===== src/rtl/comma_aligner_rx.sv =====
// Serial 8b/10b receiver: K28.5 word alignment, sub-block decode, comma stripping.
// Outputs update on the edge that samples a group's 10th bit; no backpressure, a full FIFO drops the byte and sets overflow.
module comma_aligner_rx #(
  parameter int ALIGN_COMMAS = 2,
  parameter int ERR_THRESH   = 4
) (
  input  logic       clk,
  input  logic       rst_n,
  input  logic       serial_in,
  input  logic       fifo_full,
  output logic       fifo_wen,
  output logic [7:0] dout,
  output logic       locked,
  output logic       code_err,
  output logic       overflow
);

  localparam int CW = $clog2(ALIGN_COMMAS + 1);
  localparam int EW = $clog2(ERR_THRESH + 1);

  typedef enum logic [1:0] {HUNT, VERIFY, LOCKED} state_t;

  state_t          state;
  // Only bits [9:1] of the previous window survive the next shift, so bit 0 is never stored.
  logic [8:0]      sr;
  logic [3:0]      bit_cnt;
  logic [CW-1:0]   comma_cnt;
  logic [EW-1:0]   err_cnt;

  logic [9:0] win_next;
  logic [5:0] abcdei;
  logic [3:0] fghj;
  logic [4:0] d5;
  logic [2:0] d3;
  logic       v6, v4, kx7, is_comma, valid_d, boundary;
  logic [7:0] dec_byte;

  assign win_next = {serial_in, sr};
  assign abcdei   = {win_next[0], win_next[1], win_next[2], win_next[3], win_next[4], win_next[5]};
  assign fghj     = {win_next[6], win_next[7], win_next[8], win_next[9]};
  assign is_comma = (win_next == 10'b0101111100) || (win_next == 10'b1010000011);
  assign boundary = (bit_cnt == 4'd9);
  assign dec_byte = {d3, d5};

  always_comb begin
    d5 = '0;
    v6 = 1'b1;
    case (abcdei)
      6'b100111, 6'b011000: d5 = 5'd0;
      6'b011101, 6'b100010: d5 = 5'd1;
      6'b101101, 6'b010010: d5 = 5'd2;
      6'b110001:            d5 = 5'd3;
      6'b110101, 6'b001010: d5 = 5'd4;
      6'b101001:            d5 = 5'd5;
      6'b011001:            d5 = 5'd6;
      6'b111000, 6'b000111: d5 = 5'd7;
      6'b111001, 6'b000110: d5 = 5'd8;
      6'b100101:            d5 = 5'd9;
      6'b010101:            d5 = 5'd10;
      6'b110100:            d5 = 5'd11;
      6'b001101:            d5 = 5'd12;
      6'b101100:            d5 = 5'd13;
      6'b011100:            d5 = 5'd14;
      6'b010111, 6'b101000: d5 = 5'd15;
      6'b011011, 6'b100100: d5 = 5'd16;
      6'b100011:            d5 = 5'd17;
      6'b010011:            d5 = 5'd18;
      6'b110010:            d5 = 5'd19;
      6'b001011:            d5 = 5'd20;
      6'b101010:            d5 = 5'd21;
      6'b011010:            d5 = 5'd22;
      6'b111010, 6'b000101: d5 = 5'd23;
      6'b110011, 6'b001100: d5 = 5'd24;
      6'b100110:            d5 = 5'd25;
      6'b010110:            d5 = 5'd26;
      6'b110110, 6'b001001: d5 = 5'd27;
      6'b001110:            d5 = 5'd28;
      6'b101110, 6'b010001: d5 = 5'd29;
      6'b011110, 6'b100001: d5 = 5'd30;
      6'b101011, 6'b010100: d5 = 5'd31;
      default:              v6 = 1'b0;
    endcase
  end

  always_comb begin
    d3 = '0;
    v4 = 1'b1;
    case (fghj)
      4'b1011, 4'b0100:                   d3 = 3'd0;
      4'b1001:                            d3 = 3'd1;
      4'b0101:                            d3 = 3'd2;
      4'b1100, 4'b0011:                   d3 = 3'd3;
      4'b1101, 4'b0010:                   d3 = 3'd4;
      4'b1010:                            d3 = 3'd5;
      4'b0110:                            d3 = 3'd6;
      4'b1110, 4'b0001, 4'b0111, 4'b1000: d3 = 3'd7;
      default:                            v4 = 1'b0;
    endcase
  end

  // K23/27/29/30.7 reuse data 6b codes; the 4b half is the A7 form of the "wrong" disparity.
  assign kx7 = (fghj == 4'b1000 && (abcdei == 6'b111010 || abcdei == 6'b110110 ||
                                    abcdei == 6'b101110 || abcdei == 6'b011110)) ||
               (fghj == 4'b0111 && (abcdei == 6'b000101 || abcdei == 6'b001001 ||
                                    abcdei == 6'b010001 || abcdei == 6'b100001));
  assign valid_d = v6 && v4 && !kx7;

  always_ff @(posedge clk or negedge rst_n) begin
    if (!rst_n) begin
      state     <= HUNT;
      sr        <= '0;
      bit_cnt   <= '0;
      comma_cnt <= '0;
      err_cnt   <= '0;
      fifo_wen  <= 1'b0;
      dout      <= '0;
      locked    <= 1'b0;
      code_err  <= 1'b0;
      overflow  <= 1'b0;
    end else begin
      sr       <= win_next[9:1];
      fifo_wen <= 1'b0;
      code_err <= 1'b0;
      bit_cnt  <= boundary ? 4'd0 : bit_cnt + 4'd1;
      case (state)
        HUNT: if (is_comma) begin
          bit_cnt   <= '0;
          comma_cnt <= CW'(1);
          err_cnt   <= '0;
          if (ALIGN_COMMAS == 1) begin
            state  <= LOCKED;
            locked <= 1'b1;
          end else begin
            state <= VERIFY;
          end
        end
        VERIFY: if (boundary) begin
          if (is_comma) begin
            comma_cnt <= comma_cnt + CW'(1);
            if (comma_cnt == CW'(ALIGN_COMMAS - 1)) begin
              state  <= LOCKED;
              locked <= 1'b1;
            end
          end else if (!valid_d) begin
            state     <= HUNT;
            comma_cnt <= '0;
          end
        end
        LOCKED: if (boundary) begin
          if (is_comma) begin
            err_cnt <= '0;
          end else if (valid_d) begin
            err_cnt <= '0;
            if (fifo_full) begin
              overflow <= 1'b1;
            end else begin
              dout     <= dec_byte;
              fifo_wen <= 1'b1;
            end
          end else begin
            code_err <= 1'b1;
            if (err_cnt == EW'(ERR_THRESH - 1)) begin
              state     <= HUNT;
              locked    <= 1'b0;
              err_cnt   <= '0;
              comma_cnt <= '0;
            end else begin
              err_cnt <= err_cnt + EW'(1);
            end
          end
        end
        default: state <= HUNT;
      endcase
    end
  end

endmodule

===== config.mk =====
export PLATFORM = sky130hd
export DESIGN_NAME = comma_aligner_rx
export DESIGN_NICKNAME = d
export VERILOG_FILES = /design/src/rtl/comma_aligner_rx.sv
export SDC_FILE = /design/constraint.sdc
export NUM_CORES = 1
export LEC_CHECK = 0
export CAP_MARGIN = 20
export CORE_AREA = 2 2 59 73
export CTS_CLUSTER_DIAMETER = 30
export DETAILED_ROUTE_END_ITERATION = 6
export DIE_AREA = 0 0 61 75
export PLACE_DENSITY = 0.76
export SETUP_SLACK_MARGIN = 0.5
export SYNTH_ARGS = -nofsm -noshare
export SYNTH_HDL_FRONTEND = slang
export SYNTH_SLANG_ARGS = --single-unit
export TNS_END_PERCENT = 30

===== constraint.sdc =====
create_clock -name clk -period 2.8 [get_ports clk]
set_clock_uncertainty 0.15 [all_clocks]
set_input_delay 0.56 -clock clk [delete_from_list [all_inputs] [get_ports clk]]
set_output_delay 0.56 -clock clk [all_outputs]
set_load 0.05 [all_outputs]

# Yosys cells after proc, flatten, opt, wreduce, memory -nomap -nowiden
# Index checks and enable logic that the tools add are counted.
dict set report word_totals {
  register_bits 32
  input_bits 4
  out_inout_bits 12
  wordCells 176
}
dict set report op_classes {
  n_addsub 3
  n_eq_ne 77
  muxes 43
  bitwise 2
  n_reduce_logical 41
}
# cell count
set ops {}
lappend ops {{case mux 5 bit (31 select lines)} 1}
lappend ops {{equality test 6 bit (second input constant)} 23}
lappend ops {{equality test 6 x 5 -> 1 bit (second input constant)} 14}
lappend ops {{OR reduction 46 bit} 1}
lappend ops {{equality test 6 x 4 -> 1 bit (second input constant)} 6}
lappend ops {{equality test 4 bit (second input constant)} 8}
lappend ops {{OR reduction 2 bit} 15}
lappend ops {{AND reduction 8 bit} 3}
lappend ops {{two-way mux 2 bit} 11}
lappend ops {{case mux 3 bit (7 select lines)} 1}
lappend ops {{equality test 6 x 3 -> 1 bit (second input constant)} 3}
lappend ops {{two-way mux 1 bit} 18}
lappend ops {{equality test 4 x 3 -> 1 bit (second input constant)} 4}
lappend ops {{inequality test 2 bit (second input constant)} 8}
lappend ops {{two-way mux 3 bit} 5}
lappend ops {{OR reduction 14 bit} 1}
lappend ops {{two-way mux 4 bit} 3}
lappend ops {{case mux 2 bit (3 select lines)} 2}
lappend ops {{equality test 10 bit (second input constant)} 1}
lappend ops {{equality test 10 x 9 -> 1 bit (second input constant)} 1}
lappend ops {{AND reduction 5 bit} 2}
lappend ops {{equality test 4 x 2 -> 1 bit (second input constant)} 2}
lappend ops {{logical OR 1 bit} 8}
lappend ops {{inequality test 3 bit (second input constant)} 2}
lappend ops {{other kinds (17)} 23}

# Longest topological paths before layout
# Gate-level depths: netlist (run 1).
dict set report depth {
  depth_word 12
  depth_mapped 9
  depth_no_buf 7
}

# Worst setup path before layout (run 1)
# Ideal clock, no wire load.
dict set report synth_path {
  path_kind {input -> register}
  from {input port serial_in}
  to {register dout[0]}
  setup_ns 0.125
  arrival_time_ns 2.273
  required_ns 2.525
  setup_slack_ns 0.252
  stages 7
  n_path_buf 1
  path_cell_list {buf_2 -> or3_1 -> nor3_1 -> o21ai_0 -> nand4_4 -> nor4_4 -> mux2_2}
}
dict set report synth_between {
  elab_chain_cells 6
  elab_cells_between_ends 27
  cone_classes {16 x eq/ne; 1 x mux; 1 x bitwise; 9 x reduce/logical}
}
# item line
set synth_rtl {}
lappend synth_rtl {{from (decl)} 9} ;# input logic serial_in,
lappend synth_rtl {{equality test 4 bit (tied with other cells)} {88, 102}}
lappend synth_rtl {{OR reduction 14 bit (no line) (tied with other cells)} --}
lappend synth_rtl {{two-way mux 1 bit or logical OR 1 bit (tied branches)} {88, 103}}
lappend synth_rtl {{logical AND 1 bit or logical NOT 1 bit (tied branches)} 106} ;# assign valid_d = v6 && v4 && !kx7;
lappend synth_rtl {{logical AND 1 bit} 106}
lappend synth_rtl {{AND reduction 5 bit (no line) (*)} --}
lappend synth_rtl {{to (signal assigned)} 157} ;# dout <= dec_byte;
lappend synth_rtl {{to (decl)} 12} ;# output logic [7:0] dout,
# Every way passes the cells marked *; elsewhere a longest branch is shown, timed or not.
# A chain may end at the register's enable or synchronous reset.

# Final worst setup path (run 1)
dict set report layout_path {
  from {register sr[1]}
  to {register state[1]}
}
dict set report layout_between {
  elab_chain_cells 10
  elab_cells_between_ends 72
  cone_classes {53 x eq/ne; 4 x mux; 15 x reduce/logical}
}
# item line
set layout_rtl {}
lappend layout_rtl {{from (decl)} 25} ;# logic [8:0] sr;
lappend layout_rtl {{from (signal assigned)} 121} ;# sr <= win_next[9:1];
lappend layout_rtl {{parallel branches: the longest is 10 deep, another holds OR reduction 46 bit} --}
lappend layout_rtl {{to (signal assigned)} 110} ;# state <= HUNT;
lappend layout_rtl {{to (signal assigned)} 131} ;# state <= LOCKED;
lappend layout_rtl {{to (signal assigned)} 134} ;# state <= VERIFY;
lappend layout_rtl {{to (decl)} 23} ;# state_t state;
# Parallel ways; which one is timed is not known. The select of a mux whose other input is x is not followed.

==> metrics.cfg, run 1 <==
[synthesis]
yosysMostFrequentCell = dfrtp_1
synth_edf_count = 0
ys_ff_latch = 32
synth_sequential_area_ratio = 0.374
synthCells = 243
yosys.area.top_type = dfrtp_1
synthFlopType = dfrtp_1
synth.distinct_cells = 55
synthArstFlopShare = 1.00
yosys-top-cells-count = dfrtp_1, a21oi_1, nand2_1, o21ai_0, inv_1
avgSynthCellArea_um2 = 8.82
yosysWarnings = 0
synth_area_leaders = dfrtp_1, a21oi_1, o21ai_0
netlist_area_um2 = 2140
synth_top_area_frac = 0.374
syn_nets = 252

[placed_design]
placed_area_um2 = 2450
place_inst = 313
io_buffers = 15
dp.final_hpwl_um = 3170
gp_congestion = 0.895
pre_cts_ws_ns = -0.0763

[timing]
holdWs_ns = 0.336
tns_ns = 0
relSlewSlack = 0.638
rsz0062_at_grt = true
hold_violations = 0
period_share = 0.806
finalSetupViolCount = 0
fin_ws_ns = 0.544
period_minus_slack_ns = 2.26
max_freq_mhz = 443
slew_violations = 0
tightestPinTransition_ns = 0.542

[global_route]
grt_use_total = 0.227
grt_first_pass_wirelength_um = 7820
grt_max_degree = 33
grt_pass1_vias = 1705
overflow = 0
antenna_found_initial = 0

[route]
avgViaCountPerCell = 5.92
first_iter_violations = 82
postRouteAntennaNets = 0
via_count = 1954
drc = 0
avgRoutedWirePerCell_um = 15.4
routed_wl_um = 5090
dr.pass1.iters = 4

[floorplanning]
die-height_um = 75
coreArea_um2 = 3850
initial_core_util = 0.557
ios = 16
dieArea_um2 = 4580
num_rows = 25
die_width_um = 61

[worst_hold_path]
hold_class = reg2reg
min-delay-start = err_cnt[0]

[clock_network]
clkSinkCount = 32
cts_root_buffer = clkbuf_8
cts_buffer_depth = 2
cts_tree = done
htree_levels = 2
cts_buffers = 5
postCtsHoldBufs = 0
clock_latency_ns = 0.29
clkTransAtPathRegs_ns = 0.07

[pwr]
clock_power_share = 0.265
intPower_mw = 1.07
switching_share = 0.352
p_per_area_nw_per_um2 = 597
p_comb_frac = 0.372
seqPwrFrac = 0.363
p_leak_nw = 1.13
p_sw_mw = 0.580
total_power_mw = 1.65
peakVddDrop_mv = 0.510

[setup_path]
worstSetupStartpoint = sr[1]
path_class = reg2reg
critPathMaxStageDelay_ns = 0.47
end_kind = flop
r2r-start = sr[1]
critical_path.startpoint_type = flop
worstPathCellList = or2_4 > buf_4 > nor4_4 > a31oi_2 > buf_4 > buf_4 > mux2i_1 > o21a_1 > o21ai_2
required_ns = 2.83
critPathArrivalTime_ns = 2.28
slowest_stage = dfrtp_2
critPathMostFrequentCell = buf_4
worstPathMaxFanout = 7

[final_layout]
final_nets = 284
area_growth_syn_to_layout_pct = 28.9
drive_above_1_share = 0.290
post-route-cell-area_um2 = 2760
fin_util = 0.717
diodes = 0
fin_cells = 330

[job]
drv_cap = 0

[run_status]
outcome = completed

[critical path, delay by kind of cell, from the launching register on]
family | cells | cell delay, ns
compound gates | 3 | 0.39
buf+inv | 3 | 0.48
flops | 1 | 0.47
mux | 1 | 0.15
simple gates | 2 | 0.51
[layout make-up]
cell class                      instances  area, µm²
Multi-Input combinational cell        177       1330
Sequential cell                        32        808
Tap cell                               54       67.6
Clock buffer                            6       72.6
Clock inverter                          2       35.0
Fill cell                             285       1090
Inverter                               16       63.8
Timing Repair Buffer                   43        379
[cell families after synthesis]
| group | share of synthesized area |
|---|---|
| xor+xnor | 0.0164 |
| flops | 0.374 |
| buf+inv | 0.0707 |
| mux | 0.0648 |
| compound gates | 0.233 |
| simple gates | 0.207 |
| fa+ha+maj | 0.0339 |
[timing repair]
item / 4_1_cts / 5_1_grt
setup endpoints to repair: 22 / 15
setup buffers: 3 / 6
resized for setup: 10 / 31
pin swaps: 8 / 10
gates cloned: 0 / 0
hold endpoints to repair: 0 / 0
[metal layers]
layer  share of wire  global-route usage
met1            0.41               0.286
met4           0.014              0.0797
met2            0.53               0.385
met5               0                   0
met3           0.042              0.0464
[power groups by stage]
stage                     Clock (mW)  Combinational, mW  Sequential (mW)
final                          0.436              0.613            0.598
after global routing           0.465              0.663            0.607
after CTS                      0.443              0.567            0.593
after detailed placement           0              0.545            0.600
after global placement             0              0.537            0.597
after floorplan                    0              0.304            0.688
[layout by cell type, fill, tap and decap left out, drive strengths merged, types with 4 or more instances in the layout]
cell type / count
dfrtp: 32
buf: 28
a21oi: 19
nand2: 17
o21ai: 17
inv: 15
clkdlybuf4s50: 14
nor2: 14
nand2b: 8
o22ai: 7
mux2: 7
clkbuf: 7
nand3: 6
mux2i: 6
nor4: 5
nor3: 5
a31oi: 5
ha: 5
nor2b: 4
o211ai: 4
nand4: 4
or3: 4
[registers in the layout, indices dropped and copies added (netlist names)]
name / cells
err_cnt: 3
locked: 1
fifo_wen: 1
code_err: 1
state: 2
comma_cnt: 2
dout: 8
bit_cnt: 4
overflow: 1
sr: 9
[worst paths after layout]
check / slack, ns / end / cells past startpoint
setup / recovery: 0.54 / state[1] / 9
hold / removal: 0.34 / err_cnt[0] / 1
setup reg to reg: 0.54 / state[1] / 9
hold reg to reg: 0.34 / err_cnt[0] / 1
max in group asynchronous: 1.66 / sr[8] / 2
min in group asynchronous: 0.52 / err_cnt[0] / 2
Power figures use the tool's default switching activity.
==> run 2, diff against run 1 <==
--- a/config.mk
+++ b/config.mk
@@ -6,11 +6,11 @@
 export NUM_CORES = 1
 export LEC_CHECK = 0
 export CAP_MARGIN = 20
-export CORE_AREA = 2 2 59 73
+export CORE_AREA = 2 2 62 75
 export CTS_CLUSTER_DIAMETER = 30
 export DETAILED_ROUTE_END_ITERATION = 6
-export DIE_AREA = 0 0 61 75
-export PLACE_DENSITY = 0.76
+export DIE_AREA = 0 0 64 77
+export PLACE_DENSITY = 0.74
 export SETUP_SLACK_MARGIN = 0.5
 export SYNTH_ARGS = -nofsm -noshare
 export SYNTH_HDL_FRONTEND = slang
==> constraint.sdc (replaced) <==
create_clock -name clk -period 1.8 [get_ports clk]
set_clock_uncertainty 0.15 [all_clocks]
set_input_delay 0.36 -clock clk [delete_from_list [all_inputs] [get_ports clk]]
set_output_delay 0.36 -clock clk [all_outputs]
set_load 0.05 [all_outputs]
==> run 2 against run 1 <==
The flow now finishes with violations (setup timing). Count of clock-buffer cells in the layout is 1 higher. Total power grew 70%. Via count is 13% higher. Flip-flop and latch count is the same. Clock power is 74% higher. Register-to-register slack worse by 0.94 ns. Wire length grew 28%. Non-clock buffer count up 40. Sequential power increased by 53%. Worst hold slack worse by 0.0078 ns. Final cell count rose by 13%.
==> metrics.cfg, run 2 (synthesis gave the netlist of run 1 again) <==
[run_status]
outcome = finished, violations left  ; was completed
failed_checks = setup timing

[setup_path]
required_ns = 1.82  ; was 2.83 ns
critical_path.startpoint_type = flop  ; unchanged
worstPathMaxFanout = 6  ; was 7
critPathArrivalTime_ns = 2.22  ; was 2.28 ns
end_kind = flop  ; unchanged
path_class = reg2reg  ; unchanged

[floorplanning]
num_rows = 26  ; was 25
ios = 16  ; unchanged
die-height_um = 77  ; was 75 µm
die_width_um = 64  ; was 61 µm
initial_core_util = 0.510  ; was 0.557
dieArea_um2 = 4930  ; was 4580 µm²
coreArea_um2 = 4200  ; was 3850 µm²

[route]
via_count = 2205  ; was 1954
postRouteAntennaNets = 0  ; unchanged
avgRoutedWirePerCell_um = 17.5  ; was 15.4 µm
routed_wl_um = 6510  ; was 5090 µm
first_iter_violations = 100  ; was 82
avgViaCountPerCell = 5.93  ; was 5.92
drc = 0  ; unchanged
dr.pass1.iters = 5  ; was 4

[clock_network]
clock_latency_ns = 0.28  ; was 0.29 ns
clkTransAtPathRegs_ns = 0.07  ; about the same
cts_buffer_depth = 2  ; unchanged
clkSinkCount = 32  ; unchanged
cts_tree = done  ; unchanged
cts_root_buffer = clkbuf_8  ; unchanged
htree_levels = 2  ; unchanged
cts_buffers = 5  ; unchanged

[timing]
holdWs_ns = 0.328  ; was 0.336 ns
slew_violations = 0  ; unchanged
period_minus_slack_ns = 2.19  ; was 2.26 ns
fin_ws_ns = -0.394  ; was 0.544 ns
max_freq_mhz = 456  ; was 443 MHz
finalSetupViolCount = 23  ; was 0
relSlewSlack = 0.708  ; was 0.638
hold_violations = 0  ; unchanged
tightestPinTransition_ns = 0.439  ; was 0.542 ns
rsz0062_at_grt = true  ; unchanged
period_share = 1.22  ; was 0.806

[final_layout]
final_nets = 324  ; was 284
diodes = 0  ; unchanged
largest_reg_flops = 9  ; unchanged
drive_above_1_share = 0.421  ; was 0.290
final_cell_mix = buf_4, dfrtp_1, buf_6  ; was dfrtp_1, buf_4, a21oi_1
top_register = sr  ; unchanged
area_growth_syn_to_layout_pct = 45.4  ; was 28.9%
fin_util = 0.742  ; was 0.717
top_regs = sr x9, dout x8, bit_cnt x4  ; unchanged
final_common_cell = buf_4  ; was dfrtp_1

[pwr]
peakVddDrop_mv = 0.623  ; was 0.510 mV
p_comb_frac = 0.403  ; was 0.372
intPower_mw = 1.84  ; was 1.07 mW
p_per_area_nw_per_um2 = 901  ; was 597 nW/µm²
switching_share = 0.346  ; was 0.352
p_leak_nw = 1.37  ; was 1.13 nW
clock_power_share = 0.270  ; was 0.265
p_sw_mw = 0.970  ; was 0.580 mW
seqPwrFrac = 0.327  ; was 0.363

[global_route]
overflow = 0  ; unchanged
grt_max_degree = 33  ; unchanged
grt_use_total = 0.270  ; was 0.227
grt_first_pass_wirelength_um = 10500  ; was 7820 µm
antenna_found_initial = 0  ; unchanged
grt_pass1_vias = 2176  ; was 1705

[worst_hold_path]
hold_class = in2async  ; was reg2reg

[placed_design]
gp_congestion = 0.901  ; was 0.895
dp.final_hpwl_um = 3960  ; was 3170 µm
pre_cts_ws_ns = -0.845  ; was -0.0763 ns
io_buffers = 15  ; unchanged

[job]
drv_cap = 0  ; unchanged

[run 2: changes by cell type in the layout (fill, tap and decap cells not counted), moves of 5 or more]
cell | previous run | this run
clkdlybuf4s50_1 | 14 | 2
buf_6 | 3 | 21
o21ai_1 | 0 | 5
buf_4 | 24 | 59
[run 2: repair_timing]
| action | in CTS | in global routing |
|---|---|---|
| hold endpoints to repair | 0 | 0 |
| endpoints found under the setup margin | 35 | 35 |
| setup buffers | 7 | 3 |
| gates resized for setup | 47 | 12 |
| hold buffers | 0 | 0 |
| cloned | 0 | 0 |
| pin swaps | 16 | 4 |
[run 2: layout make-up]
class | count | area [µm²]
Clock buffer | 7 | 96.3
Multi-Input combinational cell | 177 | 1350
Fill cell | 272 | 1080
Sequential cell | 32 | 805
Tap cell | 56 | 70.1
Clock inverter | 1 | 30.0
Timing Repair Buffer | 83 | 708
Inverter | 16 | 60.1
[run 2: path summary, 6_finish.rpt]
check,from,to,slack [ns],cells after the start
min reg2reg,overflow,overflow,0.35,1
min in group clk,overflow,overflow,0.35,1
max in group asynchronous,rst_n,sr[5],0.82,2
max,sr[2],comma_cnt[0],-0.39,6
min,rst_n,state[1],0.33,2
max reg2reg,sr[2],comma_cnt[0],-0.39,6
[run 2: layer usage]
layer / wire length [µm] / part of all wire / global-route usage
met1: 2520 / 0.39 / 0.306
met2: 3580 / 0.55 / 0.503
met3: 214 / 0.033 / 0.0440
met4: 195 / 0.030 / 0.0891
met5: 0 / 0 / 0
[run 2: power groups by stage]
stage | clock network (mW) | registers, mW | logic (mW)
2_1_floorplan | 0 | 1.07 | 0.466
3_3_place_gp | 0 | 0.907 | 0.966
3_5_place_dp | 0 | 0.913 | 0.993
4_1_cts | 0.760 | 0.912 | 1.08
5_1_grt | 0.788 | 0.930 | 1.21
6_report | 0.757 | 0.917 | 1.13
[run 2: stage by stage]
step	std cells	total power, mW	setup TNS (ns)	cell area (µm²)
2_1_floorplan	243	1.54	-8.10	2170
3_3_place_gp	354	1.87	-14.98	2700
3_5_place_dp	354	1.91	-16.84	2700
4_1_cts	369	2.76	-5.30	3050
5_1_grt	372	2.93	-8.26	3120
6_report	372	2.81	-7.18	3120
[run 2: critical path, cell delays in order (launching register included)]
cell	delay, ns
dfrtp_1	0.43
or3_4	0.43
nor4_4	0.33
a31oi_4	0.10
a21oi_2	0.19
a31o_2	0.16
mux2_4	0.30
==> run 3, diff against run 2 <==
--- a/config.mk
+++ b/config.mk
@@ -12,7 +12,7 @@
 export DIE_AREA = 0 0 64 77
 export PLACE_DENSITY = 0.74
 export SETUP_SLACK_MARGIN = 0.5
+export SKIP_CTS_REPAIR_TIMING = 1
 export SYNTH_ARGS = -nofsm -noshare
 export SYNTH_HDL_FRONTEND = slang
 export SYNTH_SLANG_ARGS = --single-unit
-export TNS_END_PERCENT = 30
==> run 3 against run 2 <==
The run still ends with setup timing left. Flip-flop and latch count unchanged. Total power shrank 5.6%. Sequential share of layout area down 0.70 points. Largest cell class unchanged. Highest routed layer unchanged.
==> metrics.cfg, run 3 (synthesis gave the netlist of run 1 again) <==
[run_status]
outcome = finished, violations left  ; unchanged
failed_checks = setup timing  ; unchanged

[placed_design]
dp.final_hpwl_um = 3920  ; was 3960 µm
pre_cts_ws_ns = -0.907  ; was -0.845 ns
gp_congestion = 0.874  ; was 0.901
placed_area_um2 = 2710  ; was 2700 µm²
io_buffers = 15  ; unchanged

[clock_network]
cts_root_buffer = clkbuf_8  ; unchanged
cts_buffer_depth = 2  ; unchanged
cts_buffers = 5  ; unchanged
clkSinkCount = 32  ; unchanged
clock_latency_ns = 0.29  ; was 0.28 ns
cts_tree = done  ; unchanged
clkTransAtPathRegs_ns = 0.07  ; about the same
htree_levels = 2  ; unchanged

[final_layout]
post-route-cell-area_um2 = 3200  ; was 3120 µm²
diodes = 0  ; unchanged
final_nets = 337  ; was 324
drive_above_1_share = 0.448  ; was 0.421
register_area_um2 = 803  ; was 805 µm²
multiInputGateArea_um2 = 1380  ; was 1350 µm²
fillers = 267  ; was 272
final_common_cell = buf_4  ; unchanged
final_cell_mix = buf_4, dfrtp_1, buf_6  ; unchanged
top_regs = sr x9, dout x8, bit_cnt x4  ; unchanged
area_growth_syn_to_layout_pct = 49.2  ; was 45.4%
largest_reg_flops = 9  ; unchanged
top_register = sr  ; unchanged

[route]
via_count = 2294  ; was 2205
avgViaCountPerCell = 5.97  ; was 5.93
first_iter_violations = 215  ; was 100
dr.pass1.iters = 4  ; was 5
postRouteAntennaNets = 0  ; unchanged
routed_wl_um = 6840  ; was 6510 µm
avgRoutedWirePerCell_um = 17.8  ; was 17.5 µm
drc = 0  ; unchanged

[setup_path]
path_class = reg2reg  ; unchanged
end_kind = flop  ; unchanged
critPathArrivalTime_ns = 2.38  ; was 2.22 ns
critical_path.startpoint_type = flop  ; unchanged
required_ns = 1.83  ; was 1.82 ns
ff2ff_path_depth = 8  ; was 6
worstPathMaxFanout = 6  ; unchanged

[timing]
finalSetupViolCount = 23  ; unchanged
hold_violations = 0  ; unchanged
period_share = 1.31  ; was 1.22
max_freq_mhz = 425  ; was 456 MHz
tightestPinTransition_ns = 0.434  ; was 0.439 ns
relSlewSlack = 0.708  ; about the same
period_minus_slack_ns = 2.35  ; was 2.19 ns
fin_ws_ns = -0.552  ; was -0.394 ns
slew_violations = 0  ; unchanged
rsz0062_at_grt = true  ; unchanged

[global_route]
grt_use_total = 0.236  ; was 0.270
grt_first_pass_wirelength_um = 9200  ; was 10500 µm
grt_pass1_vias = 2123  ; was 2176
overflow = 0  ; unchanged
antenna_found_initial = 0  ; unchanged
grt_max_degree = 33  ; unchanged

[floorplanning]
coreArea_um2 = 4200  ; unchanged
die-height_um = 77  ; unchanged
num_rows = 26  ; unchanged
ios = 16  ; unchanged
dieArea_um2 = 4930  ; unchanged
initial_core_util = 0.510  ; unchanged
die_width_um = 64  ; unchanged

[pwr]
total_power_mw = 2.65  ; was 2.81 mW
peakVddDrop_mv = 0.685  ; was 0.623 mV
p_per_area_nw_per_um2 = 828  ; was 901 nW/µm²
p_leak_nw = 1.44  ; was 1.37 nW

[worst_hold_path]
min_path_cells = 2
hold_class = in2reg  ; was in2async

[job]
drv_cap = 0  ; unchanged

-- run 3: where the power goes --
part	internal, mW	total (mW)	switching [mW]	leakage (nW)
clock	0.263	0.528	0.265	0.0410
sequential	0.832	0.918	0.0857	0.397
combinational	0.560	1.20	0.643	1.00
total	1.65	2.65	0.994	1.44
-- run 3: area by class of cell --
cell class	count	area share
clock buffer	6	0.0227
clock inverter	1	0.00157
inverter	16	0.0188
multi-input combinational	177	0.433
sequential	32	0.251
tap	56	0.0219
timing repair buffer	96	0.251
-- run 3: through the flow --
step	instances	hold WS, ns	util	setup TNS [ns]
finish	384	0.322	0.762	-8.97
CTS	362	0.310	0.665	-10.32
global placement	355	0.293	0.646	-15.62
floorplan	243	-0.0856	-	-7.96
detailed placement	355	0.298	0.646	-17.23
global route	384	0.317	0.762	-10.35
-- run 3: final timing paths --
check	from	to	slack [ns]
hold reg to reg	overflow	overflow	0.34
hold / removal	serial_in	sr[8]	0.32
setup reg to reg	sr[8]	dout[7]	-0.55
setup / recovery	sr[8]	dout[7]	-0.55
max in group asynchronous	rst_n	sr[4]	0.82
min in group asynchronous	rst_n	state[1]	0.33
-- run 3: worst max-delay path, stage by stage (launching register included) --
cell and delay, ns:
dfrtp_1 0.44, or3_4 0.41, nor4_4 0.37, a31o_4 0.18, nor4_4 0.05, buf_6 0.14
buf_4 0.15, buf_4 0.13, mux2i_1 0.23
-- run 3: per-layer routing --
| metal | track usage | share of wire | vias up |
|---|---|---|---|
| met5 | 0 | 0 | - |
| met4 | 0.111 | 0.046 | 0 |
| met3 | 0.0499 | 0.041 | 28 |
| met2 | 0.430 | 0.54 | 99 |
| met1 | 0.254 | 0.37 | 1116 |
| li1 | - | - | 1051 |
